<file path="src/rtl/mem_arbiter_if.sv">
// mem_arbiter_if: request/response bundle between the pipeline, mem_arbiter and the RAM.
//   Pipeline side : iREN/iaddr, dREN/dWEN/daddr/dstore in; ihit/iload, dhit/dload, err out
//   RAM side      : ramREN/ramWEN/ramaddr/ramstore out; ramload/ramstate in
//   Perf counters : perf_dstall/perf_istall (zero unless MEM_ARBITER_PERF_EN is defined)
// slave  : the arbiter's view (it responds to the pipeline and drives the RAM strobes).
// master : the environment's view (pipeline + RAM model).
interface mem_arbiter_if;
    localparam int unsigned WORD_W  = 32;
    localparam int unsigned STATE_W = 2;

    logic                iREN;
    logic [WORD_W-1:0]   iaddr;
    logic                dREN;
    logic                dWEN;
    logic [WORD_W-1:0]   daddr;
    logic [WORD_W-1:0]   dstore;
    logic                ihit;
    logic [WORD_W-1:0]   iload;
    logic                dhit;
    logic [WORD_W-1:0]   dload;
    logic                err;
    logic                ramREN;
    logic                ramWEN;
    logic [WORD_W-1:0]   ramaddr;
    logic [WORD_W-1:0]   ramstore;
    logic [WORD_W-1:0]   ramload;
    logic [STATE_W-1:0]  ramstate;
    logic [WORD_W-1:0]   perf_dstall;
    logic [WORD_W-1:0]   perf_istall;

    modport slave (
        input  iREN, iaddr, dREN, dWEN, daddr, dstore, ramload, ramstate,
        output ihit, iload, dhit, dload, err,
               ramREN, ramWEN, ramaddr, ramstore, perf_dstall, perf_istall
    );

    modport master (
        output iREN, iaddr, dREN, dWEN, daddr, dstore, ramload, ramstate,
        input  ihit, iload, dhit, dload, err,
               ramREN, ramWEN, ramaddr, ramstore, perf_dstall, perf_istall
    );
endinterface

</file>
<file path="src/rtl/mem_arbiter.sv">
// mem_arbiter: arbitrates instruction-fetch and data-memory requests onto one
// single-ported RAM and returns one-cycle ihit/dhit pulses with load data.
// Ports:
//   CLK   - system clock, rising edge
//   nRST  - asynchronous active-low reset
//   bus   - mem_arbiter_if.slave (pipeline requests/responses, RAM strobes, perf counters)
// Parameters:
//   TIMEOUT  - REQ cycles without ACCESS before an error response (1..255)
//   ERR_WORD - load value returned with err
// Optional feature: define MEM_ARBITER_PERF_EN to enable the stall counters
// perf_dstall/perf_istall; otherwise both read as zero.
module mem_arbiter #(
    parameter int unsigned TIMEOUT  = 255,
    parameter logic [31:0] ERR_WORD = 32'hBAD1_BAD1
) (
    input  logic          CLK,
    input  logic          nRST,
    mem_arbiter_if.slave  bus
);
    localparam int unsigned WORD_W = 32;
    localparam int unsigned CNT_W  = 8;
    localparam logic [CNT_W-1:0] TIMEOUT_CNT = CNT_W'(TIMEOUT);
    localparam logic [1:0] RAM_ACCESS = 2'd2;
    localparam logic [1:0] RAM_ERROR  = 2'd3;

    typedef enum logic [2:0] {
        IDLE  = 3'd0,
        DREQ  = 3'd1,
        IREQ  = 3'd2,
        DRESP = 3'd3,
        IRESP = 3'd4,
        ERESP = 3'd5
    } state_t;

    typedef enum logic {
        PORT_INSTR = 1'b0,
        PORT_DATA  = 1'b1
    } port_t;

    state_t              state_q, state_d;
    port_t               last_q, last_d;
    port_t               port_q, port_d;
    logic [CNT_W-1:0]    cnt_q, cnt_d;
    logic                ihit_q, ihit_d;
    logic                dhit_q, dhit_d;
    logic                err_q, err_d;
    logic [WORD_W-1:0]   iload_q, iload_d;
    logic [WORD_W-1:0]   dload_q, dload_d;

    logic                ram_ren_c;
    logic                ram_wen_c;
    logic [WORD_W-1:0]   ram_addr_c;
    logic [WORD_W-1:0]   ram_store_c;

    logic d_req;
    logic i_req;
    logic ram_access;
    logic ram_error;

    assign d_req      = bus.dREN | bus.dWEN;
    assign i_req      = bus.iREN;
    assign ram_access = (bus.ramstate == RAM_ACCESS);
    assign ram_error  = (bus.ramstate == RAM_ERROR);

    // State and registered response outputs
    always_ff @(posedge CLK or negedge nRST) begin
        if (!nRST) begin
            state_q <= IDLE;
            last_q  <= PORT_INSTR;
            port_q  <= PORT_INSTR;
            cnt_q   <= '0;
            ihit_q  <= 1'b0;
            dhit_q  <= 1'b0;
            err_q   <= 1'b0;
            iload_q <= '0;
            dload_q <= '0;
        end else begin
            state_q <= state_d;
            last_q  <= last_d;
            port_q  <= port_d;
            cnt_q   <= cnt_d;
            ihit_q  <= ihit_d;
            dhit_q  <= dhit_d;
            err_q   <= err_d;
            iload_q <= iload_d;
            dload_q <= dload_d;
        end
    end

    // Next-state, response capture and RAM strobes (strobes decode the current state)
    always_comb begin
        state_d     = state_q;
        last_d      = last_q;
        port_d      = port_q;
        cnt_d       = cnt_q;
        ihit_d      = 1'b0;
        dhit_d      = 1'b0;
        err_d       = 1'b0;
        iload_d     = iload_q;
        dload_d     = dload_q;
        ram_ren_c   = 1'b0;
        ram_wen_c   = 1'b0;
        ram_addr_c  = '0;
        ram_store_c = '0;

        case (state_q)
            IDLE: begin
                // Data wins a tie unless it was served last, so neither port starves
                if (d_req && (!i_req || (last_q != PORT_DATA))) begin
                    state_d = DREQ;
                    port_d  = PORT_DATA;
                    cnt_d   = '0;
                end else if (i_req) begin
                    state_d = IREQ;
                    port_d  = PORT_INSTR;
                    cnt_d   = '0;
                end
            end

            DREQ: begin
                if (!d_req) begin
                    // Withdrawn: strobes stay low this cycle, no hit
                    state_d = IDLE;
                end else begin
                    // dREN together with dWEN is treated as a write
                    ram_addr_c  = bus.daddr;
                    ram_store_c = bus.dstore;
                    ram_wen_c   = bus.dWEN;
                    ram_ren_c   = bus.dREN & ~bus.dWEN;
                    cnt_d       = cnt_q + CNT_W'(1);
                    if (ram_access) begin
                        if (!bus.dWEN) begin
                            dload_d = bus.ramload;
                        end
                        dhit_d  = 1'b1;
                        state_d = DRESP;
                    end else if (ram_error || (cnt_d == TIMEOUT_CNT)) begin
                        dload_d = ERR_WORD;
                        dhit_d  = 1'b1;
                        err_d   = 1'b1;
                        state_d = ERESP;
                    end
                end
            end

            IREQ: begin
                if (!i_req) begin
                    state_d = IDLE;
                end else begin
                    ram_addr_c = bus.iaddr;
                    ram_ren_c  = 1'b1;
                    cnt_d      = cnt_q + CNT_W'(1);
                    if (ram_access) begin
                        iload_d = bus.ramload;
                        ihit_d  = 1'b1;
                        state_d = IRESP;
                    end else if (ram_error || (cnt_d == TIMEOUT_CNT)) begin
                        iload_d = ERR_WORD;
                        ihit_d  = 1'b1;
                        err_d   = 1'b1;
                        state_d = ERESP;
                    end
                end
            end

            DRESP: begin
                last_d  = PORT_DATA;
                state_d = IDLE;
            end

            IRESP: begin
                last_d  = PORT_INSTR;
                state_d = IDLE;
            end

            ERESP: begin
                // An error response still counts as serving that port
                last_d  = port_q;
                state_d = IDLE;
            end

            default: begin
                state_d = IDLE;
            end
        endcase
    end

    assign bus.ihit     = ihit_q;
    assign bus.iload    = iload_q;
    assign bus.dhit     = dhit_q;
    assign bus.dload    = dload_q;
    assign bus.err      = err_q;
    assign bus.ramREN   = ram_ren_c;
    assign bus.ramWEN   = ram_wen_c;
    assign bus.ramaddr  = ram_addr_c;
    assign bus.ramstore = ram_store_c;

`ifdef MEM_ARBITER_PERF_EN
    logic [WORD_W-1:0] perf_dstall_q;
    logic [WORD_W-1:0] perf_istall_q;

    // Saturating stall counters: request pending but no hit this cycle
    always_ff @(posedge CLK or negedge nRST) begin
        if (!nRST) begin
            perf_dstall_q <= '0;
            perf_istall_q <= '0;
        end else begin
            if (d_req && !dhit_q && (perf_dstall_q != {WORD_W{1'b1}})) begin
                perf_dstall_q <= perf_dstall_q + WORD_W'(1);
            end
            if (i_req && !ihit_q && (perf_istall_q != {WORD_W{1'b1}})) begin
                perf_istall_q <= perf_istall_q + WORD_W'(1);
            end
        end
    end

    assign bus.perf_dstall = perf_dstall_q;
    assign bus.perf_istall = perf_istall_q;
`else
    assign bus.perf_dstall = '0;
    assign bus.perf_istall = '0;
`endif

endmodule

</file>
<file path="src/flat_wrapper.sv">
// flat-port wrapper written by rule: the top's interface ports become plain ports
module mem_arbiter_flat 
#(
    parameter int unsigned TIMEOUT  = 255,
    parameter logic [31:0] ERR_WORD = 32'hBAD1_BAD1
)
  (CLK, nRST, bus_iREN, bus_iaddr, bus_dREN, bus_dWEN, bus_daddr, bus_dstore, bus_ramload, bus_ramstate, bus_ihit, bus_iload, bus_dhit, bus_dload, bus_err, bus_ramREN, bus_ramWEN, bus_ramaddr, bus_ramstore, bus_perf_dstall, bus_perf_istall);
  mem_arbiter_if bus_i ();
  input  logic CLK;
  input  logic nRST;
  input wire logic [$bits(bus_i.iREN)-1:0] bus_iREN;
  input wire logic [$bits(bus_i.iaddr)-1:0] bus_iaddr;
  input wire logic [$bits(bus_i.dREN)-1:0] bus_dREN;
  input wire logic [$bits(bus_i.dWEN)-1:0] bus_dWEN;
  input wire logic [$bits(bus_i.daddr)-1:0] bus_daddr;
  input wire logic [$bits(bus_i.dstore)-1:0] bus_dstore;
  input wire logic [$bits(bus_i.ramload)-1:0] bus_ramload;
  input wire logic [$bits(bus_i.ramstate)-1:0] bus_ramstate;
  output wire logic [$bits(bus_i.ihit)-1:0] bus_ihit;
  output wire logic [$bits(bus_i.iload)-1:0] bus_iload;
  output wire logic [$bits(bus_i.dhit)-1:0] bus_dhit;
  output wire logic [$bits(bus_i.dload)-1:0] bus_dload;
  output wire logic [$bits(bus_i.err)-1:0] bus_err;
  output wire logic [$bits(bus_i.ramREN)-1:0] bus_ramREN;
  output wire logic [$bits(bus_i.ramWEN)-1:0] bus_ramWEN;
  output wire logic [$bits(bus_i.ramaddr)-1:0] bus_ramaddr;
  output wire logic [$bits(bus_i.ramstore)-1:0] bus_ramstore;
  output wire logic [$bits(bus_i.perf_dstall)-1:0] bus_perf_dstall;
  output wire logic [$bits(bus_i.perf_istall)-1:0] bus_perf_istall;
  assign bus_i.iREN = bus_iREN;
  assign bus_i.iaddr = bus_iaddr;
  assign bus_i.dREN = bus_dREN;
  assign bus_i.dWEN = bus_dWEN;
  assign bus_i.daddr = bus_daddr;
  assign bus_i.dstore = bus_dstore;
  assign bus_i.ramload = bus_ramload;
  assign bus_i.ramstate = bus_ramstate;
  assign bus_ihit = bus_i.ihit;
  assign bus_iload = bus_i.iload;
  assign bus_dhit = bus_i.dhit;
  assign bus_dload = bus_i.dload;
  assign bus_err = bus_i.err;
  assign bus_ramREN = bus_i.ramREN;
  assign bus_ramWEN = bus_i.ramWEN;
  assign bus_ramaddr = bus_i.ramaddr;
  assign bus_ramstore = bus_i.ramstore;
  assign bus_perf_dstall = bus_i.perf_dstall;
  assign bus_perf_istall = bus_i.perf_istall;
  mem_arbiter #(.TIMEOUT(TIMEOUT), .ERR_WORD(ERR_WORD)) u_core (.CLK(CLK), .nRST(nRST), .bus(bus_i));
endmodule
</file>
<file path="config.mk">
export PLATFORM = sky130hd
export DESIGN_NAME = mem_arbiter_flat
export DESIGN_NICKNAME = d
export VERILOG_FILES = /design/src/rtl/mem_arbiter_if.sv /design/src/rtl/mem_arbiter.sv /design/src/flat_wrapper.sv
export SDC_FILE = /design/constraint.sdc
export NUM_CORES = 1
export LEC_CHECK = 0
export BUFFER_PORTS_ARGS = -buffer_cell sky130_fd_sc_hd__buf_4
export CORE_AREA = 2 2 130 132
export CTS_BUF_LIST = sky130_fd_sc_hd__clkbuf_16
export DETAILED_ROUTE_END_ITERATION = 16
export DIE_AREA = 0 0 132 134
export HOLD_SLACK_MARGIN = 0.1
export PLACE_DENSITY_LB_ADDON = 0.25
export SKIP_LAST_GASP = 1
export SYNTH_ARGS = -nofsm -noshare
export SYNTH_HDL_FRONTEND = slang
export SYNTH_SLANG_ARGS = --single-unit
</file>
<file path="constraint.sdc">
create_clock -name CLK -period 2.75 [get_ports CLK]
set_clock_uncertainty 0.05 [all_clocks]
set_input_delay 0.1375 -clock CLK [delete_from_list [all_inputs] [get_ports CLK]]
set_output_delay 0.1375 -clock CLK [all_outputs]
set_load 0.005 [all_outputs]
</file>
==> results.yml <==
timing:
  tns_ps: 0
  whs_ps: 106
  fmax_ghz: 0.409
  slew_headroom: 0.539
  rsz0062_at_grt: "no"
  worst_pin_slew_ps: 689
  final.min_clock_period_ps: 2440
  setup_violations: 0
  drv_slew: 0
  finalHoldViolCount: 0
  timing.final.crit_share: 0.889
clocking:
  cts_resized: 0
  cts-htree-levels: 3
  postCtsSetupBuffers: 0
  cts_tree: "built"
  clock_sinks: 80
  clock_tree.root_cell: "clkbuf_16"
  cts_buffers: 9
  clkSlewWorstSetupHoldPaths_ps: 60
  cts_max_path_buffers: 2
  insertion_delay_ps: 330
  hold_buffers: 34
power:
  p_per_area_nw_per_um2: 797
  p_leak_nw: 3.72
  irDropWorstVdd_mv: 0.316
cells_and_area:
  final_cells: 1085
  num-fill-cells: 1587
  n_antenna_cell: 0
  final_common_cell: "buf_4"
  nNetsFinal: 997
  layout-drive-gt1-share: 0.351
  fin_util: 0.472
  layout_common_cells: "buf_4 (279), dfrtp_1 (80), conb_1 (64)"
  area_growth_pct: 53.2
hold_path:
  hp-class: "in -> reg"
  hold_path_depth: 3
route:
  drt_iter0_markers: 231
  drt-wirelength-per-cell_um: 15.1
  ant_nets: 0
  drt_wl_total_um: 16400
  routed_via_density: 4.70
  drt_pass1_iterations: 6
  drc: 0
  via_count: 5101
synthesis:
  seq_area_frac_synth: 0.399
  synth_top_cells_by_area: "dfrtp_1 (40%), buf_4 (9.6%), a22o_1 (8.2%), a21o_1 (4.5%), o22ai_1 (4.5%)"
  synth_area_um2: 5020
  async_reset_ff_frac: 1.00
  synth-edff-count: 0
  ys_ff_latch: 80
  synth_top_area_frac: 0.399
  synth_top_area_cell: "dfrtp_1"
  yosys_warnings: 0
  synth_flop_cell: "dfrtp_1"
  synth_cells: 577
  syn_area_per_cell_um2: 8.70
  ys_types: 38
grt:
  grt_max_degree: 67
  grt_pass1_vias: 4844
  grt_pass1_wl_um: 25800
  track_usage: 0.178
  grt_overflow_total: 0
  antenna_found_initial: 0
setup_path:
  critical_path_required_ps: 2560
  crit_fanout: 37
  worstSetupEndpoint: "bus_ramstore[8]"
  rr_endpoint: "u_core.bus.dload[6]"
  reg2reg_depth: 7
  startpoint_type: "register"
  critPathLaunch: "u_core.state_q[2]"
  timing.rr.start: "u_core.cnt_q[0]"
  critPathKind: "reg -> out"
  cp.arrival_ps: 2260
  ff2ff_setup_slack_ps: 470
  cp-end-kind: "output port"
floorplanning:
  chipHeight_um: 134
  dieArea_um2: 17700
  io_pins: 332
  rows: 47
  die_x_um: 132
  core_area_um2: 16300
  start_util: 0.308
run_status:
  status: "completed"
placed_design:
  dpl.cell_count: 1035
  io_buffers: 267
  gp_congestion: 0.751
  dp_hpwl_um: 11700
run:
  maxCapViolCount: 0
per-layer routing:
layer | part of all wire | track usage | vias up | wire length [µm]
li1 | - | - | 2484 | -
met1 | 0.43 | 0.240 | 2430 | 7090
met2 | 0.50 | 0.298 | 174 | 8260
met3 | 0.050 | 0.0246 | 13 | 824
met4 | 0.012 | 0.0568 | 0 | 190
met5 | 0 | 0 | - | 0
synth_stat cells, types with 19 or more instances:
library cell,count
and2_1,33
nor2_1,25
a22o_1,47
nand3_1,33
o22ai_1,36
a22oi_1,19
dfrtp_1,80
inv_1,38
a21o_1,30
nand2_1,27
buf_4,64
clkbuf_1,40
a21oi_1,42
cells by family (layout without fill, tap and decap cells):
family | Yosys count | after routing | share of synthesized area
flops | 80 | 80 | 0.399
compound gates | 196 | 196 | 0.272
other cells | 1 | 64 | 0.000747
fa+ha+maj | 2 | 2 | 0.00498
simple gates | 150 | 150 | 0.162
xor+xnor | 3 | 3 | 0.00523
buf+inv | 145 | 370 | 0.157
state kept, by name (all words and copies together), names as in the netlist:
register          count
u_core.bus.dhit       1
u_core.state_q        3
u_core.bus.err        1
u_core.bus.iload     32
u_core.last_q         1
u_core.bus.ihit       1
u_core.bus.dload     32
u_core.port_q         1
u_core.cnt_q          8
metrics by stage:
stage / worst slack [ps] / power [mW] / instance area [µm²]
3_5_place_dp: 461 / 4.96 / 7070
6_report: 306 / 6.13 / 7690
5_1_grt: 134 / 6.59 / 7690
2_1_floorplan: 722 / 3.47 / 5260
3_3_place_gp: 509 / 4.92 / 7070
4_1_cts: 313 / 6.19 / 7690
final cells by class:
cell class	count	area, µm²	share of cell area
Tap cell	220	275	0.0358
Multi-Input combinational cell	415	2490	0.324
Clock inverter	7	63.8	0.00829
Timing Repair Buffer	316	2490	0.324
Inverter	38	143	0.0185
Clock buffer	9	225	0.0293
Sequential cell	80	2000	0.260
worst min path at each step:
stage / startpoint / endpoint / slack (ps)
floorplan: nRST / u_core.bus.dhit / -210
global placement: nRST / u_core.bus.iload[14] / 170
detailed placement: nRST / u_core.bus.iload[14] / 170
CTS: bus_ramstate[1] / u_core.state_q[0] / 100
global route: bus_ramstate[1] / u_core.state_q[0] / 130
finish: bus_ramstate[1] / u_core.state_q[0] / 110
power breakdown:
group          internal (mW)  total, mW  switching (mW)
logic                   1.66       3.01            1.35
clock network          0.695       1.17           0.471
registers               1.56       1.95           0.391
worst max-delay path, stage by stage, from the launching register on:
cell     delay (ps)
dfrtp_1         540
nor2_1          240
and3_4          530
buf_4           330
and2_1          170
buf_4           110
Power figures use the tool's default switching activity.
